File: src/rtl/pipe_skid_stage.sv
// Two-entry skid buffer between the memory stage and writeback.
// in_ready comes from registered state only, so upstream sees no combinational path from out_ready.
module pipe_skid_stage #(
    parameter int unsigned DATA_W = 16,
    parameter int unsigned SEL_W  = 3
) (
    input  logic              clk,
    input  logic              rst,
    input  logic              flush,
    input  logic              in_valid,
    output logic              in_ready,
    input  logic              in_wr_en,
    input  logic              in_mem_read,
    input  logic              in_halt,
    input  logic              in_err,
    input  logic [SEL_W-1:0]  in_wr_sel,
    input  logic [DATA_W-1:0] in_alu_data,
    input  logic [DATA_W-1:0] in_mem_data,
    output logic              out_valid,
    input  logic              out_ready,
    output logic              out_wr_en,
    output logic              out_halt,
    output logic              out_err,
    output logic [SEL_W-1:0]  out_wr_sel,
    output logic [DATA_W-1:0] out_wb_data,
    output logic              sticky_halt,
    output logic [1:0]        occupancy
);

    typedef struct packed {
        logic              wr_en;
        logic              mem_read;
        logic              halt;
        logic              err;
        logic [SEL_W-1:0]  wr_sel;
        logic [DATA_W-1:0] alu_data;
        logic [DATA_W-1:0] mem_data;
    } entry_t;

    typedef enum logic [1:0] {
        EMPTY = 2'd0,
        ONE   = 2'd1,
        TWO   = 2'd2
    } state_t;

    state_t state_q;
    entry_t head_q;
    entry_t skid_q;
    logic   sticky_q;
    entry_t in_entry;
    logic   accept;
    logic   emit;

    assign in_entry = '{wr_en:    in_wr_en,
                        mem_read: in_mem_read,
                        halt:     in_halt,
                        err:      in_err,
                        wr_sel:   in_wr_sel,
                        alu_data: in_alu_data,
                        mem_data: in_mem_data};

    assign out_valid = (state_q != EMPTY);
    assign in_ready  = (state_q != TWO) && !sticky_q;
    assign accept    = in_valid && in_ready;
    assign emit      = out_valid && out_ready;

    // Head fields go out only while an entry is present; otherwise the bus reads as zero.
    assign out_wr_en   = head_q.wr_en && out_valid;
    assign out_halt    = head_q.halt && out_valid;
    assign out_err     = head_q.err && out_valid;
    assign out_wr_sel  = out_valid ? head_q.wr_sel : '0;
    assign out_wb_data = !out_valid      ? '0 :
                         head_q.mem_read ? head_q.mem_data : head_q.alu_data;
    assign sticky_halt = sticky_q;

    always_comb begin
        occupancy = 2'd0;
        case (state_q)
            ONE:     occupancy = 2'd1;
            TWO:     occupancy = 2'd2;
            default: occupancy = 2'd0;
        endcase
    end

    // State, storage and sticky halt; flush never clears sticky_q and discards this cycle's emit.
    always_ff @(posedge clk) begin
        if (rst) begin
            state_q  <= EMPTY;
            head_q   <= '0;
            skid_q   <= '0;
            sticky_q <= 1'b0;
        end else if (flush) begin
            state_q <= EMPTY;
            head_q  <= '0;
            skid_q  <= '0;
        end else begin
            if (emit && head_q.halt) begin
                sticky_q <= 1'b1;
            end
            case (state_q)
                EMPTY: begin
                    if (accept) begin
                        head_q  <= in_entry;
                        state_q <= ONE;
                    end
                end
                ONE: begin
                    if (accept && emit) begin
                        head_q <= in_entry;
                    end else if (accept) begin
                        skid_q  <= in_entry;
                        state_q <= TWO;
                    end else if (emit) begin
                        state_q <= EMPTY;
                    end
                end
                TWO: begin
                    if (emit) begin
                        head_q  <= skid_q;
                        skid_q  <= '0;
                        state_q <= ONE;
                    end
                end
                default: begin
                    state_q <= EMPTY;
                    head_q  <= '0;
                    skid_q  <= '0;
                end
            endcase
        end
    end

endmodule

File: config.mk
export PLATFORM = sky130hd
export DESIGN_NAME = pipe_skid_stage
export DESIGN_NICKNAME = d
export VERILOG_FILES = /design/src/rtl/pipe_skid_stage.sv
export SDC_FILE = /design/constraint.sdc
export NUM_CORES = 1
export LEC_CHECK = 0
export BUFFER_PORTS_ARGS = -buffer_cell sky130_fd_sc_hd__buf_4
export CORE_MARGIN = 2
export CORE_UTILIZATION = 50
export CTS_CLUSTER_DIAMETER = 50
export DETAILED_ROUTE_END_ITERATION = 7
export PLACE_DENSITY = 0.7
export SLEW_MARGIN = 10
export SYNTH_ARGS = -nofsm -noshare
export SYNTH_HDL_FRONTEND = slang
export SYNTH_SLANG_ARGS = --single-unit
File: constraint.sdc
create_clock -name clk -period 1.8 [get_ports clk]
set_clock_uncertainty 0.2 [all_clocks]
set_input_delay 0.36 -clock clk [delete_from_list [all_inputs] [get_ports clk]]
set_output_delay 0.36 -clock clk [all_outputs]
set_load 0.03 [all_outputs]
==> results.md, run 1 <==
- The flow ran to the end, but the final reports show violations.
- The final reports fail on setup timing.
- The insertion delay of the later-clocked pin in the worst-skew pair is 0.35 ns.
- The number of placed instances, taps included, is 707.
- Setup repair after global routing could not meet its margin everywhere.
- In this run the worst hold path is classified as in -> reg.
- The completed layout was analyzed and its total power is 3.90 mW.
- The number of violations reported at the end of detailed-routing iteration 0 is 219.
- The post-layout instance count excluding filler cells is 735.
- The multi-input combinational cells in the finished layout cover a total of 2820 um2.
- The hold-fix buffer count after cts is 0.
- The number of endpoints with negative hold slack in the final report came to 0.
- The leftover overflow at the end of global routing is 0.
- The library cell occupying the most area in the post-synthesis netlist is dfxtp_1.
- The critical path launch point type is a register.
- Summed over all layers, the routed wires come to 13.7 mm.
- At the worst endpoint, the arrival time is 1.37 ns.
- The net count of the finished layout is 663.
- After synthesis, the most frequently instantiated cells are 118 x nand2_1, 81 x dfxtp_1, 55 x mux2i_1.
- Compared with the post-synthesis result, the final layout area differs by 26.6%.
- Internal power comes to 2.88 mW.
- Among all flip-flop cells after synthesis, the most frequent one is dfxtp_1.
- The average wire per standard cell is 18.6 um.
- On the final layout, the worst hold slack is 0.0583 ns.
- The final-report setup violation count is 23.
- The average size of a mapped cell is 8.43 um2.
- The starting utilization of the core area is 51.2%.
- In this design, the largest share of critical-path delay is due to flip-flops.
- For this design the ratio of total power to cell area is 657 nW/um2.
- The peak per-stage delay on the critical path is 0.37 ns.
- Summing all placed instances gives a cell area of 5460 um2.
- The detailed router put a total of 6.15 mm of wire on met1.
- After layout, the minimum clock period comes to 1.93 ns.
- Combinational logic is responsible for 15.3% of the overall power.
- Summing all flip-flop and latch instances after layout gives 1630 um2.
- The global-route wire length before repair is 21.9 mm.
- The filler cell count in the final layout is 754.
- The met3 layer wire length in the routed design is 507 um.
- In this run the biggest area consumer among cell types represents 34.6% of the synthesized area.
- Yosys instantiated no cell more often than nand2_1.
- The part of the cycle the worst path needs is 107%.
- The number of buffers inserted by port buffering is 70.
- The critical path is of the reg -> out type.
- Sequential cells were found to cover 34.6% of the synthesized design area.
- The number of clock buffers inserted by TritonCTS is 9.
- The number of nets in the synthesized netlist is 600.
- The net switching share of the total power is 26.1%.
- The detail route stage leaves a number of antenna-violating nets equal to 0.
- From bottom edge to top edge, the die measures 101 um.
- Across every metal layer, demand over resource in global routing totals 27.3%.
- The leakage component of the power is 2.52 nW.
- The congestion estimate from routability-driven global placement came to 0.831.
- The initial antenna violation count came to 0.
- The setup slack of the critical path after layout is -0.127 ns.
- Headroom to the max-slew limit came out at 78.1%.
- The worst setup path is captured at an output port.
- The clock group share of total power is 37.0%.
- In this run the worst path has a maximum fanout of 8.
- After routing, the total negative slack on setup checks comes to -1.64 ns.
- The routed layout has 4391 vias.
- The worst ir drop on vdd is 0.418 mV.
- The total standard cell area after synthesis is 4690 um2.
- During I/O placement, the number of pins put on the boundary was 71.
- The number of antenna diodes in the final layout is 0.
- For this run, design rule violations remaining after detail routing come to 0.
- In this run, synthesis produced a sequential element count of 81.
- Synthesis produced 556 cells.
- In the post-synthesis netlist, the biggest area contributors are dfxtp_1 35%, mux2i_1 12%, mux2_2 9.6%.
- The detailed-route vias per instance is 5.97.
- For the worst setup path, the data required time is 1.24 ns.
- The pre-CTS worst setup slack is 0.0463 ns.
- The sink count of the clock tree is 81.
- The fraction of synthesis flops using an asynchronous set or reset pin is 0%.
- Of the total power, registers draw 47.7%.
- In the final layout, the share of cells above drive strength 1 is 31.4%.
- The final core utilization is 64.9%.
- For this run, the top clock speed supported by timing is 0.519 GHz.
- The root buffer selected by CTS is clkbuf_8.
- The maximum buffer depth of the clock tree is 2.
- The clock slew at the register clock pins of the worst setup and hold paths is 0.09 ns.
- The number of buffers and inverters on the critical path is 2.
- The slew at the pin closest to its max-slew limit is 0.328 ns.
- The highest layer touched by signal routing is met4.
- The first detailed-routing pass took 4 iterations.
- The reported net switching power is 1.02 mW.
- The die width is 101 um.
- The maximum level of the CTS H-tree is 3.
- The half-perimeter wire length after detailed placement is 8.69 mm.
- With fillers left out, the area of the finished cells amounts to 5940 um2.
- Max-cap violations in this run came to 0.
- The number of synthesis warnings is 0.
- The critical path goes through buf_12, mux2i_2, nor2_1, buf_4.
- In this run the standard cell core region covers 9150 um2.
- After detailed routing, the met2 layer carries 6.77 mm of wire.
- The slowest cell on the critical path is dfxtp_4.
- The die covers 10200 um2.
- The number of different library cells in the post-synthesis netlist is 29.
- The via count of the first global-routing pass is 4241.
- The CTS tree is built.
- The pin count of the biggest net entering global routing is 40.
- Yosys mapped a number of flops with a built-in enable equal to 0.
- The total count of max-transition violations in the final report is 0.
- The total number of placement rows is 35.
==> layout make-up <==
| type | count | area share (%) |
|---|---|---|
| repair buffers | 113 | 18.9 |
| clock buffers | 11 | 2.21 |
| clock inverters | 5 | 1.35 |
| inverters | 3 | 0.232 |
| multi-input cells | 411 | 47.4 |
| flip-flops and latches | 81 | 27.5 |
| well taps | 111 | 2.34 |
==> power by group through the flow <==
stage                     sequential, mW  combinational, mW  clock [mW]
final                               1.86              0.597        1.44
after global routing                1.87              0.636        1.55
after CTS                           1.86              0.575        1.47
after detailed placement            1.90              0.556           0
after global placement              1.90              0.550           0
after floorplan                     1.89              0.334           0
==> worst register-to-register path, delay by kind of cell (launching register included) <==
family,cells,cell delay (ns)
buffers and inverters,4,0.82
flip-flops,1,0.38
AO/OA/AOI/OAI,1,0.20
AND/OR/NAND/NOR,1,0.09
==> flip-flops by register name (all words and copies together), names as in the netlist <==
register and cells:
skid_q 39, head_q 39, state_q 2, sticky_halt 1
==> timing repair <==
item | 4_1_cts | 5_1_grt
gates resized for setup | 26 | 11
cloned | 1 | 2
setup endpoints to repair | 26 | 32
pin swaps | 7 | 2
setup buffers | 7 | 2
==> per-layer routing <==
layer  track usage (%)  vias up
met5                 0        -
met4              7.80        0
met3              3.95       27
met2              46.2      110
met1              36.2     2147
li1                  -     2107
==> logic make-up after synthesis <==
kind of cell    share of synthesized area [%]
mux                                      21.4
simple gates                             29.0
flops                                    34.6
compound gates                           8.17
buf+inv                                  6.89
==> final timing paths <==
kind / cells past startpoint / slack, ns / to / start
max: 4 / -0.13 / out_wb_data[0] / head_q[37]
min: 3 / 0.06 / skid_q[4] / in_mem_data[4]
min reg2reg: 2 / 0.26 / skid_q[30] / skid_q[30]
max reg2reg: 6 / 0.05 / head_q[24] / state_q[1]
==> cells in the final DEF, fill, tap and decap left out, types with 3 or more instances in the layout <==
master     synthesis  layout
dfxtp_4            0       3
nor2_1            18      13
nand3_1           39      39
nand2_1          118     118
buf_12             0      13
and2_4             0       6
mux2_2            40      40
buf_6              3      12
nand4_1           39      39
dfxtp_1           81      78
mux2i_1           55      51
o2111ai_1         39      39
nor2_2             1       5
nor2b_1           42      39
buf_4             10      84
clkbuf_8           0       9
mux2i_2            0       4
Power figures use the tool's default switching activity.
==> inputs of run 2 (changes only) <==
SETUP_SLACK_MARGIN = 0.15   (was default)
TNS_END_PERCENT = 5   (was default)
==> results.md, run 2 (synthesis results as in run 1) <==
- Final hold analysis gives a worst-case slack of 0.0443 ns.
- The required time of the critical path is 1.24 ns.
- The pin count of the biggest net entering global routing is 40.
- The total track usage is 27.0%.
- The DRC violation count after routing is 0.
- The analysis attributes to cell leakage a power of 3.04 nW.
- The pre-CTS worst setup slack is 0.122 ns.
- The total count of max-transition violations in the final report is 0.
- Setup violations remaining at the end of the flow were counted as 23.
- The number of endpoints with negative hold slack in the final report was 0.
- The first global-routing pass estimated 21.7 mm of wire.
- The congestion estimate from routability-driven global placement came to 0.814.
- Setup repair after global routing could not meet its margin everywhere.
- In the layout the commonest cells are 77 x dfxtp_1, 75 x nand2_1, 68 x buf_4.
- The finished layout holds 726 standard cells, fillers aside.
- The setup TNS is -2.11 ns.
- Subtracting the final worst setup slack from the clock period gives 1.92 ns.
- The clock tree synthesis step divided the H-tree into 3 levels.
- The power density over the cells is 634 nW/um2.
- The tightest slew margin relative to the limit is 71.8%.
- The clock passes through at most 2 buffers.
- The largest registers in the layout are head_q (39), skid_q (39), state_q (2).
- The final antenna diode count is 0.
- Dividing the detail-routed via count by the number of cells gives 6.18.
- With fillers left out, the area of the finished cells amounts to 6310 um2.
- After the first detailed-routing iteration, the DRC count stood at 367.
- During I/O placement, the number of pins put on the boundary was 71.
- After the last flow step, the layout net total stands at 655.
- For the pin with the worst max-slew slack, the measured transition is 0.422 ns.
- Detailed placement ended at an HPWL of 8.62 mm.
- The initial antenna violation count was 0.
- Dividing the detail-routed wire length by the instance count gives 19.6 um.
- The CTS tree is built.
- The number of cells after detailed placement is 706.
- In this run the core area contains 35 standard-cell rows.
- The number of buffers inserted by port buffering is 70.
- The first-pass iteration count of the detailed router is 5.
- The starting utilization of the core area is 51.2%.
- After detailed placement, the total cell area comes to 5440 um2.
- After clock tree synthesis, the clock-pin slew on the worst setup and hold paths is 0.09 ns.
- For this block, the via count after detailed routing is 4484.
- The die covers 10200 um2.
- The count of max-cap constraint violations is 0.
- The insertion delay of the later-clocked pin in the worst-skew pair is 0.36 ns.
- The flow ran to the end, but the final reports show violations.
- The root buffer selected by CTS is clkbuf_8.
- The sequential cells in the finished layout cover a total of 1630 um2.
- The leading cell type in the layout, fill and taps excluded is dfxtp_1.
- Of all nets on the critical path, the largest fanout is 8.
- The final core utilization is 69.0%.
- The die width is 101 um.
- Global routing finished with a remaining overflow of 0.
- From synthesis to final layout, the design area changed by 34.6%.
- The worst setup path is of the reg -> out kind.
- For this block, the routed nets add up to 14.2 mm of wire.
- The kind of path behind the tightest hold check is in -> reg.
- The maximum clock frequency is 0.522 GHz.
- The filler cell count in the final layout is 696.
- The total power is 4.00 mW.
- STA classifies the critical path startpoint as a register.
- The tree built by TritonCTS fans out to 81 sinks.
- The via count of the first global-routing pass is 4249.
- The checks that failed: setup timing.
- The part of the cycle the worst path needs is 106%.
- The worst ir drop on vdd is 0.328 mV.
- STA puts the critical path data arrival time at 1.36 ns.
- In this run the vertical extent of the chip is 101 um.
- The setup slack of the critical path after layout is -0.117 ns.
- In this run, CTS created clock tree buffers numbering 9.
- The multi-input combinational cells in the finished layout cover a total of 3250 um2.
- The floorplan step defined a core boundary enclosing 9150 um2.
- The detail route stage leaves a number of antenna-violating nets equal to 0.
- STA classifies the critical path endpoint as an output port.
- The ratio of cells with drive above 1 in the final layout is 44.1%.
- After clock tree synthesis, the flow added hold-fix buffers numbering 0.
[run 2: cell count changes in the layout (fill, tap and decap cells not counted), moves of 6 or more]
cell	before	now
nand3_2	0	27
mux2i_1	51	45
nand3_1	39	12
buf_6	12	22
buf_4	84	68
nand2_2	0	21
nand2_1	118	75
nand2_4	0	22
[run 2: area by class of cell]
cell class / count / share of cell area, %
Sequential cell: 81 / 25.9
Tap cell: 111 / 2.20
Multi-Input combinational cell: 411 / 51.5
Clock buffer: 10 / 2.18
Clock inverter: 5 / 1.25
Inverter: 3 / 0.218
Timing Repair Buffer: 105 / 16.8
[run 2: layer usage]
metal	wire length, um	GRT usage, %	up-vias
li1	-	-	2089
met4	399	11.0	0
met1	6220	36.2	2166
met3	784	3.40	36
met5	0	0	-
met2	6810	44.1	193
[run 2: report_power, final]
part	total (mW)	leakage [nW]	switching, mW	internal [mW]
Clock	1.51	0.113	0.697	0.813
Sequential	1.87	0.659	0.0416	1.82
Combinational	0.624	2.27	0.339	0.285
Total	4.00	3.04	1.08	2.92
[run 2: critical path, stage by stage (launching register included)]
cell and delay (ns):
dfxtp_4 0.37, nor2_4 0.22, inv_4 0.12, and2_4 0.16
buf_6 0.13
[run 2: what timing repair did]
item | 4_1_cts | 5_1_grt
setup buffers | 4 | 0
hold endpoints to repair | 0 | 0
gates resized for setup | 48 | 109
setup endpoints to repair | 29 | 105
gates cloned | 0 | 1
pin swaps | 8 | 35
[run 2: final timing paths]
path	startpoint	to	slack [ns]	depth (start not counted)
worst max register to register	state_q[1]	head_q[19]	0.07	6
worst min register to register	skid_q[28]	skid_q[28]	0.26	2
worst max-delay path	state_q[0]	out_err	-0.12	4
worst min-delay path	in_alu_data[15]	skid_q[31]	0.04	3
==> inputs of run 3 (changes only) <==
CORE_ASPECT_RATIO = 0.7   (was default)
==> results.md, run 3 (synthesis results as in run 1) <==
- At the pin with the least slew margin, the transition time is 0.417 ns.
- The finished cells cover 6140 um2.
- From synthesis to final layout, the design area changed by 31.0%.
- The post-route netlist has 37.6% of its cells at a drive strength greater than 1.
- VDD sags by at most 0.500 mV.
- The routed design has 14.2 mm of wire.
- The checks that failed: setup timing.
- The start point of the worst min-delay path is in_alu_data[0].
- The global-route wire length before repair is 22.6 mm.
- The slowest cell on the critical path is dfxtp_4.
- In the layout the commonest cells are 84 x nand2_1, 77 x dfxtp_1, 64 x buf_4.
- The initial antenna violation count is 0.
- The hold-fix buffer count after cts is 0.
- The root buffer selected by CTS is clkbuf_16.
- Summed over all nets, the half-perimeter wirelength after detailed placement is 8.28 mm.
- Traced cell by cell, the critical path runs through buf_12, mux2i_1, nor2_1, buf_4.
- The required time of the critical path is 1.24 ns.
- Dividing the detail-routed via count by the number of cells gives 6.05.
- The total number of placement rows is 29.
- The total count of max-transition violations in the final report is 0.
- The average wire per standard cell is 19.3 um.
- Once the floorplan was initialized, standard cells occupied 51.7% of the core.
- The type of destination of the critical path is an output port.
- The final core utilization is 67.7%.
- The sink count of the clock tree is 81.
- The critical path launch point type is a register.
- Leaving out fill and tap cells, the most frequent cell in the layout is nand2_1.
- The critical-path maximum fanout is 8.
- Dividing total power by cell area gives a power density of 685 nW/um2.
- The leakage component of the power is 2.57 nW.
- After detailed routing, the number of remaining DRC violations is 0.
- Of the available clock period, the critical path in the final layout requires 107%.
- The number of I/O pins is 71.
- Clock-pin slew was measured on the worst setup and hold paths at 0.06 ns.
- In the final layout, the registers with the most flip-flops are head_q (39), skid_q (39), state_q (2).
- The total vias in the final route is 4450.
- The number of violations reported at the end of detailed-routing iteration 0 is 529.
- Setup repair after global routing could not meet its margin everywhere.
- The min-delay analysis places its worst path in the category in -> reg.
- The maximum clock frequency is 0.519 GHz.
- Measured against its own limit, the worst slew margin works out to 72.2%.
- Entering global routing, the biggest net connects 95 pins.
- The total track usage is 28.3%.
- The via count of the first global-routing pass was 4313.
- The clock tree synthesis step divided the H-tree into 3 levels.
- The worst path in the final design needs a cycle of 1.93 ns, including I/O delays and setup.
- Buffers placed on the I/O ports in this run total 70.
- The final weighted congestion in routability-driven placement is 0.782.
- The critical path startpoint is head_q[37].
- The number of clock buffers inserted by TritonCTS is 9.
- The endpoint arrival time on the critical path is 1.37 ns.
- The number of endpoints with negative hold slack in the final report is 0.
- The insertion delay of the later-clocked pin in the worst-skew pair is 0.34 ns.
- The area of the core region is 9070 um2.
- The die covers 10200 um2.
- The worst setup path is of the reg -> out kind.
- The number of antenna diodes in the final layout is 0.
- For this run the aggregate overflow at the end of global routing stands at 0.
- The CTS tree is built.
- The net count reported at finish is 651.
- After detailed placement, the total cell area comes to 5410 um2.
- In this run the register-to-register setup slack is 0.13 ns.
- The tool flagged a number of max-cap violations equal to 0.
- The die width is 120 um.
- The longest clock path from root to sink contains 2 buffers.
- In this run the remaining antenna-violating nets after routing total 0.
- For this run, the slowest stage of the critical path takes 0.39 ns.
- The first-pass iteration count of the detailed router is 5.
- The startpoint identified for the worst register-to-register timing path is state_q[1].
- From bottom edge to top edge, the die measures 85.0 um.
- The run finished, with violations left.
- The final-report setup violation count is 19.
- In the post-route analysis, the smallest setup slack over all paths is -0.128 ns.
-- run 3: changes by cell type in the layout (fill, tap and decap cells not counted), moves of 8 or more --
cell / previous run / this run
nand3_1: 12 / 39
nand3_2: 27 / 0
nand2_4: 22 / 5
clkbuf_8: 10 / 0
clkbuf_16: 1 / 10
nand2_1: 75 / 84
nand2_2: 21 / 29
-- run 3: through the flow --
stage	total power [mW]	instances	TNS (ns)	worst slack (ns)	hold slack, ns
final	4.21	736	-1.64	-0.128	0.0791
after global routing	4.36	736	-2.75	-0.168	0.0727
after CTS	4.17	733	-2.14	-0.154	0.0651
after detailed placement	2.45	712	0	0.107	0.251
after global placement	2.44	712	0	0.153	0.242
after floorplan	2.23	556	0	0.0972	0.235
-- run 3: final timing paths --
path,to,cells after the start
max,out_wb_data[3],4
min,skid_q[16],3
max reg2reg,skid_q[7],5
min reg2reg,skid_q[20],2
-- run 3: final cells by class --
cell class	instances	area, um2
tap	124	155
clock inverter	7	47.5
sequential	81	1630
fill	746	2930
clock buffer	9	225
inverter	3	13.8
timing repair buffer	101	1060
multi-input combinational	411	3010
-- run 3: critical path, delay by kind of cell, from the launching register on --
family        cells  cell delay (ns)
simple gates      1             0.07
flops             1             0.39
mux               1             0.22
buf+inv           2             0.34
-- run 3: routing by layer --
metal	global-route usage (%)	routed length, um	vias up
li1	-	-	2084
met1	39.4	6280	2180
met2	43.0	6660	165
met3	7.59	1050	21
met4	8.77	201	0
met5	0	0	-
-- run 3: timing repair --
action                     in CTS  in global routing
cloned                          2                  1
pin swaps                       7                 35
setup buffers                   3                  2
setup endpoints to repair      52                 64
resized for setup              35                 58
-- run 3: report_power, final --
| group | switching [mW] | internal (mW) | total (mW) |
|---|---|---|---|
| clock network | 0.780 | 0.932 | 1.71 |
| logic | 0.344 | 0.286 | 0.630 |
| registers | 0.0390 | 1.83 | 1.87 |
